`config.mk`:
```
export PLATFORM = sky130hd
export DESIGN_NAME = serdiv_arbiter
export DESIGN_NICKNAME = d
export VERILOG_FILES = /design/src/rtl/serdiv_arbiter.sv
export SDC_FILE = /design/constraint.sdc
export NUM_CORES = 1
export LEC_CHECK = 0
export BUFFER_PORTS_ARGS = -buffer_cell sky130_fd_sc_hd__buf_2
export CAP_MARGIN = 20
export CORE_AREA = 2 2 211 213
export DETAILED_ROUTE_END_ITERATION = 16
export DIE_AREA = 0 0 213 215
export PLACE_DENSITY_LB_ADDON = 0.2
export SETUP_SLACK_MARGIN = 0.15
export SLEW_MARGIN = 20
export SYNTH_ARGS = -nofsm -noshare
export SYNTH_HDL_FRONTEND = slang
export SYNTH_SLANG_ARGS = --single-unit
```
`constraint.sdc`:
```
create_clock -name clk_i -period 5.6 [get_ports clk_i]
set_clock_uncertainty 0.05 [all_clocks]
set_input_delay 1.4 -clock clk_i [delete_from_list [all_inputs] [get_ports clk_i]]
set_output_delay 1.4 -clock clk_i [all_outputs]
set_load 0.02 [all_outputs]
```
`src/rtl/serdiv_arbiter.sv`:
```
// Round-robin arbiter that shares one serial divider between NR_REQ requesters,
// tracks the owner of the single in-flight op and routes its result or flush back.
module serdiv_arbiter #(
    parameter int unsigned NR_REQ  = 2,
    parameter int unsigned WIDTH   = 64,
    parameter int unsigned ID_BITS = 3
) (
    input  logic                             clk_i,
    input  logic                             rst_ni,
    input  logic [NR_REQ-1:0]                req_valid_i,
    output logic [NR_REQ-1:0]                req_ready_o,
    input  logic [NR_REQ-1:0][ID_BITS-1:0]   req_id_i,
    input  logic [NR_REQ-1:0][WIDTH-1:0]     req_op_a_i,
    input  logic [NR_REQ-1:0][WIDTH-1:0]     req_op_b_i,
    input  logic [NR_REQ-1:0][1:0]           req_opcode_i,
    input  logic [NR_REQ-1:0]                req_flush_i,
    output logic [NR_REQ-1:0]                resp_valid_o,
    input  logic [NR_REQ-1:0]                resp_ready_i,
    output logic [ID_BITS-1:0]               resp_id_o,
    output logic [WIDTH-1:0]                 resp_res_o,
    output logic                             div_in_vld_o,
    input  logic                             div_in_rdy_i,
    output logic [ID_BITS-1:0]               div_id_o,
    output logic [WIDTH-1:0]                 div_op_a_o,
    output logic [WIDTH-1:0]                 div_op_b_o,
    output logic [1:0]                       div_opcode_o,
    output logic                             div_flush_o,
    input  logic                             div_out_vld_i,
    output logic                             div_out_rdy_o,
    input  logic [ID_BITS-1:0]               div_id_i,
    input  logic [WIDTH-1:0]                 div_res_i
);

    localparam int unsigned IDX_W = (NR_REQ > 1) ? $clog2(NR_REQ) : 1;

    typedef enum logic [0:0] {IDLE = 1'b0, BUSY = 1'b1} state_e;

    state_e               state_r;
    state_e               state_nxt_s;
    logic [IDX_W-1:0]     rr_r;
    logic [IDX_W-1:0]     rr_nxt_s;
    logic [IDX_W-1:0]     owner_r;
    logic [IDX_W-1:0]     owner_nxt_s;
    logic [IDX_W-1:0]     grant_idx_s;
    logic                 grant_vld_s;
    logic                 grant_allow_s;
    logic                 owner_flush_s;
    logic                 resp_hs_s;
    logic [NR_REQ-1:0]    elig_s;
    logic [IDX_W:0]       wrap_s;
    logic [IDX_W:0]       rr_inc_s;
    logic                 hit_s;

    // Round-robin search for the first eligible requester at/after the pointer;
    // gated by reset so nothing is issued while the divider is held in reset.
    always_comb begin
        elig_s        = req_valid_i & ~req_flush_i;
        grant_allow_s = rst_ni && (state_r == IDLE) && div_in_rdy_i;
        grant_idx_s   = {IDX_W{1'b0}};
        grant_vld_s   = 1'b0;
        wrap_s        = {(IDX_W+1){1'b0}};
        hit_s         = 1'b0;
        for (int unsigned i = 0; i < NR_REQ; i++) begin
            wrap_s      = {1'b0, rr_r} + (IDX_W+1)'(i);
            wrap_s      = (wrap_s >= (IDX_W+1)'(NR_REQ)) ? wrap_s - (IDX_W+1)'(NR_REQ) : wrap_s;
            hit_s       = grant_allow_s && !grant_vld_s && elig_s[wrap_s[IDX_W-1:0]];
            grant_idx_s = hit_s ? wrap_s[IDX_W-1:0] : grant_idx_s;
            grant_vld_s = grant_vld_s | hit_s;
        end
    end

    // State, round-robin pointer and owner registers.
    always_ff @(posedge clk_i or negedge rst_ni) begin
        if (!rst_ni) begin
            state_r <= IDLE;
            rr_r    <= {IDX_W{1'b0}};
            owner_r <= {IDX_W{1'b0}};
        end else begin
            state_r <= state_nxt_s;
            rr_r    <= rr_nxt_s;
            owner_r <= owner_nxt_s;
        end
    end

    // Next-state logic: owner flush takes priority over a result handshake.
    always_comb begin
        owner_flush_s = req_flush_i[owner_r];
        resp_hs_s     = div_out_vld_i & resp_ready_i[owner_r];
        rr_inc_s      = {1'b0, grant_idx_s} + {{IDX_W{1'b0}}, 1'b1};
        state_nxt_s   = state_r;
        rr_nxt_s      = rr_r;
        owner_nxt_s   = owner_r;
        case (state_r)
            IDLE: begin
                if (grant_vld_s) begin
                    state_nxt_s = BUSY;
                    owner_nxt_s = grant_idx_s;
                    rr_nxt_s    = (rr_inc_s >= (IDX_W+1)'(NR_REQ)) ? {IDX_W{1'b0}} : rr_inc_s[IDX_W-1:0];
                end else begin
                    state_nxt_s = IDLE;
                end
            end
            BUSY: begin
                if (owner_flush_s || resp_hs_s) begin
                    state_nxt_s = IDLE;
                end else begin
                    state_nxt_s = BUSY;
                end
            end
            default: state_nxt_s = IDLE;
        endcase
    end

    // Output logic: operand mux and handshakes are combinational (zero added latency).
    always_comb begin
        req_ready_o   = {NR_REQ{1'b0}};
        resp_valid_o  = {NR_REQ{1'b0}};
        div_in_vld_o  = 1'b0;
        div_out_rdy_o = 1'b0;
        div_flush_o   = 1'b0;
        div_id_o      = req_id_i[grant_idx_s];
        div_op_a_o    = req_op_a_i[grant_idx_s];
        div_op_b_o    = req_op_b_i[grant_idx_s];
        div_opcode_o  = req_opcode_i[grant_idx_s];
        resp_id_o     = div_id_i;
        resp_res_o    = div_res_i;
        case (state_r)
            IDLE: begin
                div_in_vld_o             = grant_vld_s;
                req_ready_o[grant_idx_s] = grant_vld_s;
            end
            BUSY: begin
                div_flush_o           = owner_flush_s;
                resp_valid_o[owner_r] = div_out_vld_i & ~owner_flush_s;
                div_out_rdy_o         = resp_ready_i[owner_r] & ~owner_flush_s;
            end
            default: begin
                div_in_vld_o = 1'b0;
            end
        endcase
    end

    serdiv_arbiter_chk #(.NR_REQ(NR_REQ)) u_chk (
        .clk_i        (clk_i),
        .rst_ni       (rst_ni),
        .busy         (state_r == BUSY),
        .req_ready    (req_ready_o),
        .resp_valid   (resp_valid_o),
        .div_in_vld   (div_in_vld_o)
    );

endmodule

// Protocol checks on the arbiter's handshake outputs.
module serdiv_arbiter_chk #(
    parameter int unsigned NR_REQ = 2
) (
    input logic              clk_i,
    input logic              rst_ni,
    input logic              busy,
    input logic [NR_REQ-1:0] req_ready,
    input logic [NR_REQ-1:0] resp_valid,
    input logic              div_in_vld
);
    a_ready_onehot0: assert property (@(posedge clk_i) disable iff (!rst_ni) $onehot0(req_ready));
    a_resp_onehot0:  assert property (@(posedge clk_i) disable iff (!rst_ni) $onehot0(resp_valid));
    a_no_issue_busy: assert property (@(posedge clk_i) disable iff (!rst_ni) busy |-> !div_in_vld);
    a_no_b2b_issue:  assert property (@(posedge clk_i) disable iff (!rst_ni) div_in_vld |=> !div_in_vld);
endmodule

```
==> results of run 1 <==
## cells in the final DEF, fill, tap and decap left out, types with 2 or more instances in the layout
master / n
buf_4: 2
mux2i_1: 2
mux2_1: 48
buf_12: 2
dfrtp_1: 3
clkbuf_16: 3
nor2b_1: 3
buf_2: 415
nand2_1: 2
mux2_2: 85
## per-layer routing
metal,vias up,track usage (%),share of wire [%]
li1,1475,-,-
met1,1432,6.03,34
met3,26,2.40,14
met5,-,0,0.14
met2,347,12.6,51
met4,4,0.420,0.88
## area by class of cell
class / instances / area, µm²
tap: 592 / 741
inverter: 1 / 3.75
sequential: 3 / 75.1
multi-input combinational: 155 / 1660
timing repair buffer: 419 / 2130
clock buffer: 4 / 78.8
fill: 5117 / 38900
## cells by family (layout without fill, tap and decap cells)
logic type / Yosys count / after routing
AO/OA/AOI/OAI: 6 / 6
buffers and inverters: 82 / 424
flip-flops: 3 / 3
multiplexers: 135 / 135
AND/OR/NAND/NOR: 14 / 14
## flip-flops by register name, indices dropped and copies added (netlist names)
name     flops
rr_r         1
owner_r      1
state_r      1
## worst reg2reg max path, cell delays in order, from the launching register on
cell and delay (ps):
dfrtp_1 410, or3b_4 400, nand3_4 300, buf_12 280, nand2_1 90
## metrics by stage
step	power (mW)	instances	utilization, %
2_1_floorplan	0.281	240	-
3_3_place_gp	0.388	1170	10.6
3_5_place_dp	0.384	1170	10.6
4_1_cts	0.500	1174	10.8
5_1_grt	0.525	1174	10.8
6_report	0.490	1174	10.8
## worst max-delay path by stage
stage,endpoint,from
2_1_floorplan,div_op_b_o[26],req_flush_i[0]
3_3_place_gp,div_op_b_o[54],req_flush_i[0]
3_5_place_dp,div_op_b_o[54],req_flush_i[0]
4_1_cts,div_op_b_o[54],req_flush_i[0]
5_1_grt,div_op_b_o[54],req_flush_i[0]
6_report,div_op_b_o[54],req_flush_i[0]
## power by group through the flow
| stage | clock network, mW | logic (mW) | registers [mW] |
|---|---|---|---|
| after floorplan | 0 | 0.249 | 0.0317 |
| after global placement | 0 | 0.353 | 0.0350 |
| after detailed placement | 0 | 0.350 | 0.0339 |
| after CTS | 0.114 | 0.352 | 0.0340 |
| after global routing | 0.118 | 0.373 | 0.0348 |
| final | 0.112 | 0.344 | 0.0342 |
==> run_results.csv, run 1 <==
group,metric,value,unit
critical_path,cp-start-kind,"input pin",
critical_path,cp.required,4150,ps
timing,max-slew-margin-rel,73.9,%
critical_path,critical_path_peak_fanout,61,
critical_path,crit_chain,"buf_2, or3b_4, nand3_4, buf_12, mux2_2, buf_2",
drt,drt_pre_antenna_iters,4,
finish,antenna_diode_count,0,
critical_path,timing.rr.start,"rr_r",
pwr,share_clk_of_total_power,22.8,%
placement,postPlaceCellArea,4610,µm²
yosys,main_combinational_cell_family_by_area_after_synthesis,"multiplexers",
yosys,number_of_synthesized_flops_with_an_enable_pin,0,
critical_path,worstSetupEndpointType,"primary output",
yosys,yosysSeqAreaShare,3.11,%
yosys,synth.cells.most_frequent,"mux2_2, buf_4, mux2_1, buf_12",
drt,routed-via-count,3284,
pwr,ir_worst_vdd,113,µV
drt,wirelength,16000,µm
critical_path,timing.critical_path.max_delay_family,"simple AND/OR/NAND/NOR gates",
floorplan,die_area,45800,µm²
timing,finalHoldWorstSlack,492,ps
pwr,power-per-cell-area,104,nW/µm²
critical_path,reg2reg_to,"owner_r",
min_path,hold_path_depth,1,
min_path,worst_hold_path_type,"register to register",
critical_path,wp_buf_inv,3,
timing,setup_viol,0,
finish,layout-drive-gt1-share,87.6,%
pwr,power.switching_fraction,41.7,%
clocking,cts.root.buffer_cell,"clkbuf_16",
critical_path,path_class,"input pin to primary output",
critical_path,timing.reg2reg.setup_slack,3940,ps
critical_path,worst_path_largest_cell_delay,430,ps
timing,layout_setup_ws,907,ps
yosys,synthesized_area_fraction_occupied_by_ao_oa_aoi_and_oai_cells,1.61,%
timing,setup-tns-final,0,ps
yosys,yosys_warnings,0,
min_path,hold-path-endpoint,"rr_r",
global_route,vias_in_the_first_global_route,3219,
yosys,synth_async_sr_flop_share,100,%
yosys,synth_top_flop_cell,"dfrtp_1",
critical_path,ff2ff_path_depth,4,
floorplan,core.rowCount,77,
yosys,synth_top_area_cell,"mux2_2",
placement,placement.io_buffers,415,
finish,num-nets-final,926,
yosys,synth_adder_area_share,0,%
clocking,h_tree_levels,1,
yosys,synth_top_area_share,39.6,%
pwr,total_switching_power,0.204,mW
floorplan,initial_core_util,5.53,%
global_route,grt_usage,6.21,%
timing,worstMarginPinSlew,391,ps
floorplan,io_pins,550,
clocking,clk_pin_slew_worst_paths,30,ps
pwr,internal_power,0.286,mW
clocking,post_cts_resized,0,
clocking,post-cts-setup-buffers,0,
placement,gp_routability_congestion,0.722,
pwr,p_comb_share,70.2,%
drt,routed_wire_length_per_instance,13.6,µm
placement,dpl.hpwl,14700,µm
finish,final_cell_area,4690,µm²
timing,hold_violations,0,
global_route,grt_first_pass_wirelength,20300,µm
yosys,synthMostInstantiatedCell,"mux2_2",
outcome,run_status,"finished, final reports clean",
global_route,grt-ovfl-total,0,
floorplan,chipHeight,215,µm
yosys,synth.area.top_cells,"mux2_2, buf_4, mux2_1",
drt,drt.antenna.violating_nets,0,
placement,pre_cts_ws,893,ps
timing,timing_max_transition_violations_final,0,
critical_path,cp_data_arrival_time,3240,ps
yosys,avgSynthCellArea,10.1,µm²
yosys,ys_ff_latch,3,
floorplan,fp.coreArea,43600,µm²
global_route,grt_start_max_net_pins,62,
yosys,post_synth_mux_area_share,62.8,%
timing,unrepaired_setup_endpoints_after_global_routing,"false",
min_path,timing.hold.worst.start,"rr_r",
critical_path,cp_num_cells,6,
yosys,fraction_of_the_mapped_netlist_area_in_simple_logic_gates,4.40,%
drt,remaining_routing_drc_violations,0,
clocking,clock_insertion_delay_worst_skew,220,ps
pwr,p_leak,2.38,nW
yosys,synth_xor_area_share,0,%
yosys,netlist-cell-type-count,25,
clocking,cts-buffers-inserted,3,
run,drv_cap,0,
yosys,postSynthNetCount,583,
critical_path,cp_slowest_cell,"mux2_2",
clocking,cts-hold-fix-buffers,0,
drt,drtIter0Drc,59,
clocking,numClockSinks,3,
clocking,tritoncts,"done",
timing,period_needed,4690,ps
finish,layout-area-overhead-vs-synth,94.4,%
drt,vias_per_cell,2.80,
global_route,antenna_found_initial,10,
clocking,cts.path.max_buffers,2,
yosys,synthCells,240,
timing,fmax,213,MHz
yosys,mappedNetlistArea,2410,µm²
floorplan,die_w,213,µm
timing,period_share,83.8,%
critical_path,timing.critical_path.mode_cell,"buf_2",
pwr,seqPwrFrac,7.0,%
(Power assumes the default switching activity.)
==> run 2, diff against run 1 <==
--- a/config.mk
+++ b/config.mk
@@ -5,11 +5,12 @@
 export SDC_FILE = /design/constraint.sdc
 export NUM_CORES = 1
 export LEC_CHECK = 0
+export ABC_AREA = 1
 export BUFFER_PORTS_ARGS = -buffer_cell sky130_fd_sc_hd__buf_2
 export CAP_MARGIN = 20
-export CORE_AREA = 2 2 211 213
+export CORE_AREA = 2 2 212 214
 export DETAILED_ROUTE_END_ITERATION = 16
-export DIE_AREA = 0 0 213 215
+export DIE_AREA = 0 0 214 216
 export PLACE_DENSITY_LB_ADDON = 0.2
 export SETUP_SLACK_MARGIN = 0.15
 export SLEW_MARGIN = 20
==> constraint.sdc (replaced) <==
create_clock -name clk_i -period 4.1 [get_ports clk_i]
set_clock_uncertainty 0.05 [all_clocks]
set_input_delay 1.025 -clock clk_i [delete_from_list [all_inputs] [get_ports clk_i]]
set_output_delay 1.025 -clock clk_i [all_outputs]
set_load 0.02 [all_outputs]
==> run_results.csv, run 2 <==
group,metric,value,unit
yosys,synth_async_sr_flop_share,100,%
clocking,cts-buffers-inserted,3,
yosys,synth.cells.most_frequent,"nand2_1, nand4_1, buf_4, clkbuf_1, buf_2",
critical_path,cp_data_arrival_time,2400,ps
timing,setup-tns-final,0,ps
yosys,synthMostInstantiatedCell,"nand2_1",
yosys,synth_top_area_cell,"nand2_1",
critical_path,ff2ff_path_depth,6,
min_path,hold_path_depth,2,
placement,postPlaceCellArea,5120,µm²
pwr,share_clk_of_total_power,19.2,%
critical_path,critical_path_peak_fanout,75,
timing,period_share,84.8,%
timing,unrepaired_setup_endpoints_after_global_routing,"false",
placement,dpl.hpwl,19200,µm
global_route,grt_usage,9.03,%
finish,fillerInstances,5251,
drt,vias_per_cell,3.44,
yosys,ys_ff_latch,3,
yosys,synth_top_flop_cell,"dfrtp_1",
clocking,clk_pin_slew_worst_paths,30,ps
clocking,cts.root.buffer_cell,"clkbuf_16",
yosys,synth.area.top_cells,"nand2_1, nand4_1, buf_4",
clocking,clock_insertion_delay_worst_skew,220,ps
floorplan,io_pins,550,
critical_path,wp_buf_inv,5,
pwr,seqPwrFrac,5.2,%
pwr,power.switching_fraction,51.4,%
finish,layout.area.seq,75.1,µm²
drt,drt_pre_antenna_iters,4,
drt,drt.antenna.violating_nets,0,
drt,drtIter0Drc,169,
critical_path,cp_num_cells,8,
timing,timing_max_transition_violations_final,0,
yosys,avgSynthCellArea,5.02,µm²
pwr,internal_power,0.393,mW
floorplan,die_w,214,µm
outcome,run_status,"finished, final reports clean",
timing,worstMarginPinSlew,440,ps
timing,max-slew-margin-rel,70.7,%
critical_path,crit_chain,"buf_2, inv_1, nand3b_1, buf_4, buf_12, nand4_1, nand2_1, buf_2",
global_route,grt-ovfl-total,0,
pwr,power-per-cell-area,155,nW/µm²
critical_path,path_class,"input pin to primary output",
pwr,p_leak,3.07,nW
floorplan,chipHeight,216,µm
yosys,number_of_synthesized_flops_with_an_enable_pin,0,
clocking,post-cts-setup-buffers,0,
drt,routed-via-count,5052,
clocking,cts.path.max_buffers,2,
drt,wirelength,22600,µm
floorplan,initial_core_util,6.50,%
timing,hold_violations,0,
floorplan,core.rowCount,77,
clocking,tritoncts,"done",
yosys,synthCells,567,
placement,placement.io_buffers,415,
min_path,worst_hold_path_type,"register to register",
clocking,post_cts_resized,0,
finish,final_cell_area,5200,µm²
clocking,cts-hold-fix-buffers,0,
global_route,grt_start_max_net_pins,80,
critical_path,cp-start-kind,"input pin",
critical_path,timing.critical_path.mode_cell,"buf_2",
finish,layout.cells.most_common_list,"buf_2, nand2_1, nand4_1",
critical_path,worstSetupEndpointType,"primary output",
pwr,total_switching_power,0.416,mW
critical_path,timing.critical_path.max_delay_family,"buffers and inverters",
critical_path,worst_path_largest_cell_delay,300,ps
finish,mostFrequentLayoutCell,"buf_2",
finish,multiInputGateArea,1980,µm²
timing,setup_viol,0,
finish,layout-area-overhead-vs-synth,82.8,%
critical_path,cp.required,3020,ps
yosys,mappedNetlistArea,2850,µm²
floorplan,fp.coreArea,43800,µm²
drt,routed_wire_length_per_instance,15.3,µm
global_route,vias_in_the_first_global_route,5071,
finish,num-nets-final,1221,
run,drv_cap,0,
finish,layout-drive-gt1-share,49.7,%
critical_path,timing.reg2reg.setup_slack,2620,ps
clocking,numClockSinks,3,
yosys,yosysSeqAreaShare,2.64,%
placement,gp_routability_congestion,0.911,
pwr,p_comb_share,75.6,%
timing,period_needed,3480,ps
clocking,h_tree_levels,1,
floorplan,die_area,46200,µm²
critical_path,cp_slowest_cell,"buf_12",
yosys,yosys_warnings,0,
pwr,ir_worst_vdd,81.1,µV
drt,remaining_routing_drc_violations,0,
finish,largestRegisters,"owner_r: 1 flops, rr_r: 1 flops, state_r: 1 flops",
yosys,postSynthNetCount,910,
timing,fmax,288,MHz
global_route,antenna_found_initial,3,
yosys,netlist-cell-type-count,12,
global_route,grt_first_pass_wirelength,31800,µm
yosys,synth_top_area_share,37.8,%
run 2: power groups by stage:
stage / combinational (mW) / sequential, mW / clock [mW]
finish: 0.611 / 0.0420 / 0.155
global route: 0.668 / 0.0430 / 0.164
CTS: 0.619 / 0.0422 / 0.159
detailed placement: 0.617 / 0.0421 / 0
global placement: 0.625 / 0.0431 / 0
floorplan: 0.411 / 0.0405 / 0
run 2: layout make-up:
class                      instances  area share, %
tap                              592           14.2
inverter                          10          0.721
antenna                            1         0.0481
timing repair buffer             430           44.0
sequential                         3           1.44
multi-input combinational        430           38.1
clock buffer                       4           1.51
run 2: final timing paths:
check                                 end      startpoint
max                        div_op_a_o[47]  req_flush_i[0]
min                                  rr_r            rr_r
max reg2reg                          rr_r            rr_r
min reg2reg                          rr_r            rr_r
max in group asynchronous         state_r          rst_ni
min in group asynchronous         owner_r          rst_ni
run 2: worst reg2reg max path, cell delays in order, from the launching register on:
cell      delay, ps
dfrtp_1         340
nand3b_1        200
buf_4           210
buf_12          300
nand2_1         110
nand2_1         100
nand2_1          50
run 2: metal layers:
metal / global-route usage [%] / wire, µm / up-vias
li1: - / - / 2461
met1: 7.92 / 7060 / 2165
met2: 17.5 / 11600 / 390
met3: 3.44 / 2590 / 32
met4: 4.99 / 1270 / 4
met5: 0 / 23 / -
run 2: stage by stage:
| stage | hold WS [ps] | std cells | util [%] | power, mW | worst slack (ps) |
|---|---|---|---|---|---|
| 2_1_floorplan | 390 | 567 | - | 0.452 | 1050 |
| 5_1_grt | 441 | 1470 | 11.9 | 0.874 | 455 |
| 4_1_cts | 430 | 1469 | 11.9 | 0.820 | 585 |
| 3_3_place_gp | 443 | 1465 | 11.7 | 0.669 | 582 |
| 3_5_place_dp | 409 | 1465 | 11.7 | 0.659 | 587 |
| 6_report | 432 | 1470 | 11.9 | 0.809 | 622 |
run 2: logic make-up after synthesis:
group                  synth area share, %
AOI/OAI and AO/OA                    0.176
buffers and inverters                 27.8
DFF                                   2.64
and+or+nand+nor                       69.4
